===== src/rtl/timer_pkg.sv =====
// Shared definitions for the reload timer controller: register map,
// CTRL/STATUS bit positions and the controller FSM state encoding.
package timer_pkg;

  // Register addresses seen on the CPU port
  localparam logic [1:0] ADDR_PRESET = 2'd0;
  localparam logic [1:0] ADDR_CTRL   = 2'd1;
  localparam logic [1:0] ADDR_STATUS = 2'd2;
  localparam logic [1:0] ADDR_COUNT  = 2'd3;

  // CTRL bit positions
  localparam int CTRL_EN  = 0;
  localparam int CTRL_DIR = 1;
  localparam int CTRL_AR  = 2;
  localparam int CTRL_IE  = 3;

  // STATUS bit positions
  localparam int STAT_DONE    = 0;
  localparam int STAT_RUNNING = 1;

  // Controller FSM states
  typedef enum logic [1:0] {
    ST_IDLE = 2'd0,
    ST_LOAD = 2'd1,
    ST_RUN  = 2'd2,
    ST_HALT = 2'd3
  } state_t;

  // Decoded CTRL register contents
  typedef struct packed {
    logic ie;
    logic ar;
    logic dir;
    logic en;
  } ctrl_t;

endpackage


===== src/rtl/timer_regs.sv =====
// CPU-visible register file of the reload timer: PRESET, CTRL, sticky
// STATUS.done and the combinational read-back mux (COUNT reads the live
// counter value and ignores writes).
module timer_regs
  import timer_pkg::*;
#(
  parameter int CNT_W = 32
) (
  input  logic             clk,
  input  logic             rst,
  input  logic             wr_en,
  input  logic [1:0]       addr,
  input  logic [CNT_W-1:0] wdata,
  input  logic [CNT_W-1:0] cnt,
  input  logic             running,
  input  logic             done_set,
  input  logic             en_clr,
  output logic [CNT_W-1:0] rdata,
  output logic [CNT_W-1:0] preset,
  output ctrl_t            ctrl,
  output logic             done,
  output logic             en_off_wr
);

  logic wr_preset;
  logic wr_ctrl;
  logic wr_status;
  logic done_clr;

  assign wr_preset = wr_en && (addr == ADDR_PRESET);
  assign wr_ctrl   = wr_en && (addr == ADDR_CTRL);
  assign wr_status = wr_en && (addr == ADDR_STATUS);
  assign done_clr  = wr_status && wdata[STAT_DONE];

  // A CPU write that turns en off aborts the controller back to IDLE.
  assign en_off_wr = wr_ctrl && !wdata[CTRL_EN];

  // Register updates: CPU writes, hardware en clear on a halting terminal
  // count, and sticky done where a hardware set beats a write-1-to-clear.
  // NOTE: state is updated with non-blocking assignments so every register
  // samples pre-edge values; the later en_clr assignment overrides the
  // CPU-written en bit within the same edge.
  always_ff @(posedge clk) begin
    if (rst) begin
      preset <= '0;
      ctrl   <= '0;
      done   <= 1'b0;
    end else begin
      if (wr_preset) begin
        preset <= wdata;
      end
      if (wr_ctrl) begin
        ctrl.en  <= wdata[CTRL_EN];
        ctrl.dir <= wdata[CTRL_DIR];
        ctrl.ar  <= wdata[CTRL_AR];
        ctrl.ie  <= wdata[CTRL_IE];
      end
      if (en_clr) begin
        ctrl.en <= 1'b0;
      end
      if (done_set) begin
        done <= 1'b1;
      end else if (done_clr) begin
        done <= 1'b0;
      end
    end
  end

  // Read-back mux; unused bits of CTRL and STATUS read as zero.
  // NOTE: rdata gets a full default before the case so no path through the
  // block leaves it unassigned, which would otherwise infer a latch.
  always_comb begin
    rdata = '0;
    case (addr)
      ADDR_PRESET: rdata = preset;
      ADDR_CTRL: begin
        rdata[CTRL_EN]  = ctrl.en;
        rdata[CTRL_DIR] = ctrl.dir;
        rdata[CTRL_AR]  = ctrl.ar;
        rdata[CTRL_IE]  = ctrl.ie;
      end
      ADDR_STATUS: begin
        rdata[STAT_DONE]    = done;
        rdata[STAT_RUNNING] = running;
      end
      ADDR_COUNT: rdata = cnt;
      default: rdata = '0;
    endcase
  end

endmodule


===== src/rtl/timer_reload_ctrl.sv =====
// Reload timer controller: sequences an external up/down counter through
// preload, run, terminal-count and reload/halt using only the s, Load,
// PData, cnt and Rc signals. Load depends on state alone, so there is no
// combinational path from Rc to Load.
module timer_reload_ctrl
  import timer_pkg::*;
#(
  parameter int CNT_W = 32
) (
  input  logic             clk,
  input  logic             rst,
  input  logic             wr_en,
  input  logic [1:0]       addr,
  input  logic [CNT_W-1:0] wdata,
  output logic [CNT_W-1:0] rdata,
  output logic             s,
  output logic             Load,
  output logic [CNT_W-1:0] PData,
  input  logic [CNT_W-1:0] cnt,
  input  logic             Rc,
  output logic             irq
);

  state_t           state;
  state_t           state_nxt;
  logic [CNT_W-1:0] preset;
  logic [CNT_W-1:0] cnt_cap;
  ctrl_t            ctrl;
  logic             done;
  logic             en_off_wr;
  logic             running;
  logic             terminal;
  logic             en_clr;

  // A terminal count only counts while running and not being aborted by a
  // same-edge write of en=0 (an abort never sets done).
  assign running  = (state == ST_RUN);
  assign terminal = running && Rc && !en_off_wr;
  assign en_clr   = terminal && !ctrl.ar;

  assign s   = ctrl.dir;
  assign irq = done && ctrl.ie;

  timer_regs #(
    .CNT_W(CNT_W)
  ) u_regs (
    .clk      (clk),
    .rst      (rst),
    .wr_en    (wr_en),
    .addr     (addr),
    .wdata    (wdata),
    .cnt      (cnt),
    .running  (running),
    .done_set (terminal),
    .en_clr   (en_clr),
    .rdata    (rdata),
    .preset   (preset),
    .ctrl     (ctrl),
    .done     (done),
    .en_off_wr(en_off_wr)
  );

  // FSM state register.
  always_ff @(posedge clk) begin
    if (rst) begin
      state <= ST_IDLE;
    end else begin
      state <= state_nxt;
    end
  end

  // Capture the counter value at the terminal edge so HALT can freeze it.
  always_ff @(posedge clk) begin
    if (rst) begin
      cnt_cap <= '0;
    end else if (terminal) begin
      cnt_cap <= cnt;
    end
  end

  // Next-state logic; an en=0 write returns to IDLE from any state.
  always_comb begin
    state_nxt = state;
    case (state)
      ST_IDLE: if (ctrl.en) state_nxt = ST_LOAD;
      ST_LOAD: state_nxt = ST_RUN;
      ST_RUN: begin
        if (terminal) begin
          state_nxt = ctrl.ar ? ST_LOAD : ST_HALT;
        end
      end
      ST_HALT: state_nxt = ST_IDLE;
      default: state_nxt = ST_IDLE;
    endcase
    if (en_off_wr) begin
      state_nxt = ST_IDLE;
    end
  end

  // Counter control outputs: hold PRESET everywhere except RUN (count)
  // and HALT (hold the captured terminal value).
  always_comb begin
    Load  = 1'b1;
    PData = preset;
    case (state)
      ST_RUN:  Load  = 1'b0;
      ST_HALT: PData = cnt_cap;
      default: begin
        Load  = 1'b1;
        PData = preset;
      end
    endcase
  end

endmodule


===== config.mk =====
export PLATFORM = sky130hd
export DESIGN_NAME = timer_reload_ctrl
export DESIGN_NICKNAME = d
export VERILOG_FILES = /design/src/rtl/timer_pkg.sv /design/src/rtl/timer_regs.sv /design/src/rtl/timer_reload_ctrl.sv
export SDC_FILE = /design/constraint.sdc
export NUM_CORES = 1
export LEC_CHECK = 0
export BUFFER_PORTS_ARGS = -buffer_cell sky130_fd_sc_hd__buf_2
export CORE_UTILIZATION = 50
export CTS_CLUSTER_SIZE = 30
export DETAILED_ROUTE_END_ITERATION = 16
export PLACE_DENSITY = 0.89
export SLEW_MARGIN = 0
export SYNTH_ARGS = -nofsm -noshare
export SYNTH_HDL_FRONTEND = slang
export SYNTH_HIERARCHICAL = 1
export SYNTH_SLANG_ARGS = --single-unit

===== constraint.sdc =====
create_clock -name clk -period 2.1 [get_ports clk]
set_clock_uncertainty 0.05 [all_clocks]
set_input_delay 0.21 -clock clk [delete_from_list [all_inputs] [get_ports clk]]
set_output_delay 0.21 -clock clk [all_outputs]
set_load 0.02 [all_outputs]

Yosys cells after proc, flatten, opt, wreduce, memory -nomap -nowiden
Index checks and enable logic that the tools add are counted.
W data, S select, Z words.
{ "word_totals": {"elab_cells": 45, "mem_bits_ro": 0, "reg_bits": 71, "ram_bits": 0, "n_memories": 0, "latch_bits": 0, "input_bits": 70, "out_inout_bits": 67} }
{ "op_classes": {"n_eq_ne": 8, "order_cmp": 0, "multipliers": 0, "div": 0, "addsub": 0, "mux": 11, "n_bitwise": 0, "n_reduce_logical": 18, "shift": 0} }
{ "ops": {"columns": ["op", "count"], "rows": [
  ["$pmux W28 S2", 1],
  ["$mux W32", 1],
  ["$pmux W2 S4", 2],
  ["$logic_and A1 B1 Y1", 9],
  ["$eq A2 B2 Y1 const B", 4],
  ["$mux W2", 3],
  ["$pmux W2 S3", 1],
  ["$eq A2 B1 Y1 const B", 2],
  ["$logic_not A2 Y1", 2],
  ["$ne A2 B1 Y1 const B", 2],
  ["$reduce_or A2 Y1", 2],
  ["$logic_not A1 Y1", 3],
  ["$mux W1", 3],
  ["$reduce_and A2 Y1", 1],
  ["$reduce_bool A2 Y1", 1]
]} }

Logic depth before layout (Yosys ltp)
{ "depth": {"depth_word": 7, "ltp_mapped": 11, "mapped_depth_nobuf": 8} }

Hierarchy
The synthesis kept the hierarchy.
{ "by_module_without_submodules": {"columns": ["module", "n_inst", "seq_area_each_um2", "cells_each", "area_each_um2"], "rows": [
  ["timer_regs", 1, 740.7, 252, 2145.8],
  ["timer_reload_ctrl", 1, 680.7, 188, 1611.5]
]} }

Worst setup path after synthesis
OpenSTA, ideal clock, no wires.
{ "synth_timing": {"path_kind": "input to register", "from": "input addr[1]", "to": "register u_regs.done", "setup_ns": 0.121, "cell_stages": 11, "t_arrival_ns": 1.623, "required_time_ns": 1.929, "path_slack_ns": 0.307, "path_buffers": 3, "cell_sequence": "inv_1 -> ha_1 -> buf_2 -> nand2_1 -> nor2_1 -> nand4bb_1 -> buf_4 -> clkinv_2 -> buf_6 -> and4b_1 -> nor3_1"} }
{ "synth_between": {"elab_chain_len": 6, "elab_cells_between_ends": 10, "classes_between": "eq/ne: 2; mux: 1; reduce/logical: 7"} }
{ "synth_rtl": {"columns": ["item", "line", "text"], "rows": [
  ["from (decl)", "timer_reload_ctrl.sv:13", "input logic [1:0] addr,"],
  ["$eq A2 B1 Y1 (*)", "timer_regs.sv:31", "assign wr_ctrl = wr_en && (addr == ADDR_CTRL);"],
  ["$logic_and A1 B1 Y1 (*)", "timer_regs.sv:31", null],
  ["$logic_and A1 B1 Y1 (*)", "timer_regs.sv:36", "assign en_off_wr = wr_ctrl && !wdata[CTRL_EN];"],
  ["via en_off_wr", "timer_reload_ctrl.sv:30", "logic en_off_wr;"],
  ["$logic_not A1 Y1 (*)", "timer_reload_ctrl.sv:38", "assign terminal = running && Rc && !en_off_wr;"],
  ["$logic_and A1 B1 Y1 (*)", "timer_reload_ctrl.sv:38", null],
  ["via terminal", "timer_reload_ctrl.sv:32", "logic terminal;"],
  ["$mux W1 or $reduce_bool A2 Y1 (tied branches)", null, null],
  ["to (signal assigned)", "timer_regs.sv:47", "done <= 1'b0;"],
  ["to (signal assigned)", "timer_regs.sv:62", "done <= 1'b1;"],
  ["to (signal assigned)", "timer_regs.sv:64", "done <= 1'b0;"],
  ["to (decl)", "timer_regs.sv:21", "output logic done,"]
]} }
The timed path passes the listed nets; every way through them passes the cells marked *.
A chain may end at the register's enable or synchronous reset.

Worst setup path in the final report
{ "layout_timing": {"from": "input addr[0]", "to": "output rdata[18]"} }
{ "layout_between": {"elab_chain_len": 2, "elab_cells_between_ends": 3, "classes_between": "eq/ne: 1; mux: 1; reduce/logical: 1"} }
{ "layout_rtl": {"columns": ["item", "line", "text"], "rows": [
  ["$eq A2 B2 Y1 or $logic_not A2 Y1 (tied branches)", "timer_regs.sv:74", "case (addr)"],
  ["$pmux W28 S2 (*)", "timer_regs.sv:74", null],
  ["to (decl)", "timer_reload_ctrl.sv:15", "output logic [CNT_W-1:0] rdata,"]
]} }
Mark *: on every way between the ends. The rest lies on a longest branch, timed or not.

==> implementation parameters <==
Parameter                              Value

Route
  DRC marker count from the first detailed-route iteration    204
  Vias after detailed routing    3,755
  Count of nets left with antenna violations after detail routing    0
  First-pass detailed-route iteration total    5
  Wirelength, routed    10,240 um
  Wirelength per Cell    15.46 um
  Number of vias per cell    5.672
  Total DRC errors in the routed layout    0

Yosys
  Synthesis warning total    6
  Post-synth design cell area    0.003757 mm2
  Per-instance average area after synthesis    8.539 um2
  Top area cells in the synthesized netlist    dfxtp_1 (38%), mux2_2 (9.6%), a21oi_1 (9.1%), a21bo_1 (6.9%), nand2_1 (6.6%)
  Cells after synthesis    440
  Main flop type after synthesis    dfxtp_1
  Number of register bits inferred by synthesis    71
  Register area share after synthesis    37.83%
  Asr flop ratio synth    0%
  Portion of synthesized cell area occupied by the leading cell type    37.83%
  Yosys cell types    26
  Biggest area consumer among synthesized cells    dfxtp_1
  Cell with the most instances after synthesis    dfxtp_1
  Total nets after synthesis    515
  Top post-synthesis cells by count    dfxtp_1 (71), a21oi_1 (68), nand2_1 (66), nand3_1 (36), nor2_1 (33)
  Number of flops mapped to enable cells by yosys    0

Worst setup path
  Largest fanout on the critical path    17
  Crit-path max cell delay    630 ps
  Critical path required time    1840 ps
  Most prevalent standard cell on the critical path    buf_2
  Buffering stage count on the worst path with inverters included    3
  Critical path type    input pin to output pin
  Kind of cell adding the most delay to the critical path    adder cells
  Startpoint types    input pin
  Type of destination of the critical path    output pin
  Data arrival time at the worst-slack endpoint    1710 ps
  Critical-path cell list    buf_2, ha_1, buf_4, a22oi_1, nor2_1, buf_2
  Critical-path cell with the highest stage delay    ha_1

Global route
  Wire length of the first global-routing pass    15,460 um
  Global route total overflow    0
  Via count of the first global-routing pass    3,296
  Largest net degree at the start of global routing    74
  Overall global routing resource usage    25.42%
  Initial antenna violation count    0

Clocking
  Post-CTS Setup Inserts    0
  Clock sink count    71
  Worst-path clk slew    80 ps
  CTS Buf Count    9
  Clock tree from TritonCTS    yes
  Number of resized instances in the post-cts repair step    0
  Clk_lat worst skew    330 ps
  Number of hold buffers added after CTS    0
  Maximum level of the CTS H-tree    3
  Clock buffer depth    2
  Root Buffer Master    clkbuf_8

Die
  Effective utilization at floorplan    51.80%
  CORE AREA    0.007253 mm2
  Horiz. Die Dim    88.69 um
  Die Ht    88.69 um
  Row cnt    31
  Die footprint    0.007865 mm2
  Number of top-level design ports    137

Status
  Status    finished, final reports clean

STA
  Final setup vio count    0
  Count of final max-slew check failures    0
  Max Clock Freq    508.7 MHz
  RSZ-0062 raised after global routing    no
  Worst slew margin    50.51%
  Post-Route Setup TNS    0 ps
  Number of hold-slack violations in the final timing report    0
  Worst-margin pin slew    742.3 ps
  Final critical path time including I/O delays and setup    1966 ps
  Final Cycle Share    93.61%
  Worst hold slack    68.24 ps

Power
  Worst vdd ir    0.0003717 V
  Fraction of power consumed by combinational cells    16.1%
  Power per cell area    597.4 mW/mm2
  Net switching share of the total power    28.41%
  Switching Power    0.7804 mW
  Clk pwr share    33.0%
  Leak    2.032 nW
  Internal power summed over all cells    1.966 mW
  Proportion of power drawn by flip-flops and latches    50.8%

Placement
  Detailed Place HPWL    7108 um
  RD Place Congestion    0.7925
  Number of port buffers    136

Layout
  Diode count    0
  Area Growth Syn to Fin    22.38%
  Share of layout cells above drive strength 1    37.66%
  # nets final    634
  Layout filler cell count    644
  Seq. cell area    0.001421 mm2
  Area taken by multi-input logic gates    0.002036 mm2

Flow run
  Max cap viols    0

Worst hold path
  Worst hold path type    input pin to flop
[final timing paths]
kind | cells after the start | slack (ps) | from | to
worst max register to register | 4 | 820 | state[0]$_SDFFE_PP0P_ | u_regs/ctrl[0]$_SDFFE_PP0P_
worst min-delay path | 3 | 70 | cnt[22] | cnt_cap[22]$_SDFFE_PP0P_
worst min register to register | 2 | 410 | cnt_cap[1]$_SDFFE_PP0P_ | cnt_cap[1]$_SDFFE_PP0P_
worst max-delay path | 6 | 130 | addr[0] | rdata[18]
[per-layer routing]
| layer | up-vias | global-route usage (%) | part of all wire (%) |
|---|---|---|---|
| met5 | - | 0 | 0 |
| met4 | 0 | 7.918 | 1.9 |
| met3 | 18 | 5.317 | 6.5 |
| met2 | 172 | 45.45 | 50 |
| met1 | 1788 | 30.47 | 42 |
| li1 | 1777 | - | - |
[worst reg2reg max path, delay by kind of cell, from the launching register on]
kind	cells	cell delay (ps)
AND/OR/NAND/NOR	2	270
AO/OA/AOI/OAI	1	220
flip-flops	1	410
buffers and inverters	1	250
[through the flow]
step	setup slack [ps]	instance area [um2]	total power, mW	std cells	utilization (%)
after floorplan	306.6	3757	1.698	440	-
after global placement	212.9	4436	1.852	647	61.15
after detailed placement	155.6	4436	1.864	647	61.15
after CTS	150.3	4598	2.778	662	63.39
after global routing	17.47	4598	2.874	662	63.39
final	134.2	4598	2.747	662	63.39
[power by group through the flow]
| stage | Combinational [mW] | Clock [mW] | Sequential, mW |
|---|---|---|---|
| after floorplan | 0.278 | 0 | 1.42 |
| after global placement | 0.427 | 0 | 1.42 |
| after detailed placement | 0.437 | 0 | 1.43 |
| after CTS | 0.440 | 0.943 | 1.40 |
| after global routing | 0.478 | 0.997 | 1.40 |
| final | 0.443 | 0.907 | 1.40 |
[logic make-up after synthesis]
kind of cell               Yosys count  synth area share [%]
adders and majority gates            5                 1.665
DFF                                 71                 37.83
muxes                               36                 10.66
and+or+nand+nor                    142                 16.02
buffers and inverters               49                 8.192
AOI/OAI and AO/OA                  137                 25.64
[layout make-up]
| class | instances | area share (%) |
|---|---|---|
| clock buffers | 9 | 2.694 |
| clock inverters | 6 | 0.8435 |
| inverters | 6 | 0.5170 |
| multi-input cells | 320 | 44.27 |
| flip-flops and latches | 71 | 30.91 |
| well taps | 99 | 2.694 |
| repair buffers | 151 | 18.07 |
[placed cells by master (no fill, tap or decap), drive strengths merged, types with 4 or more instances in the layout]
master and instances:
buf 151, dfxtp 71, a21oi 68, nand2 66, nand3 36, a21bo 36
nor2 33, mux2 32, a22oi 28, clkbuf 9, inv 5, clkinv 5
ha 5, mux2i 4, a222oi 4
[sequential cells by signal, indices dropped and copies added (netlist names)]
register       count
cnt_cap           32
u_regs/preset     32
u_regs/ctrl        4
u_regs/done        1
state              2
Power figures use the tool's default switching activity.
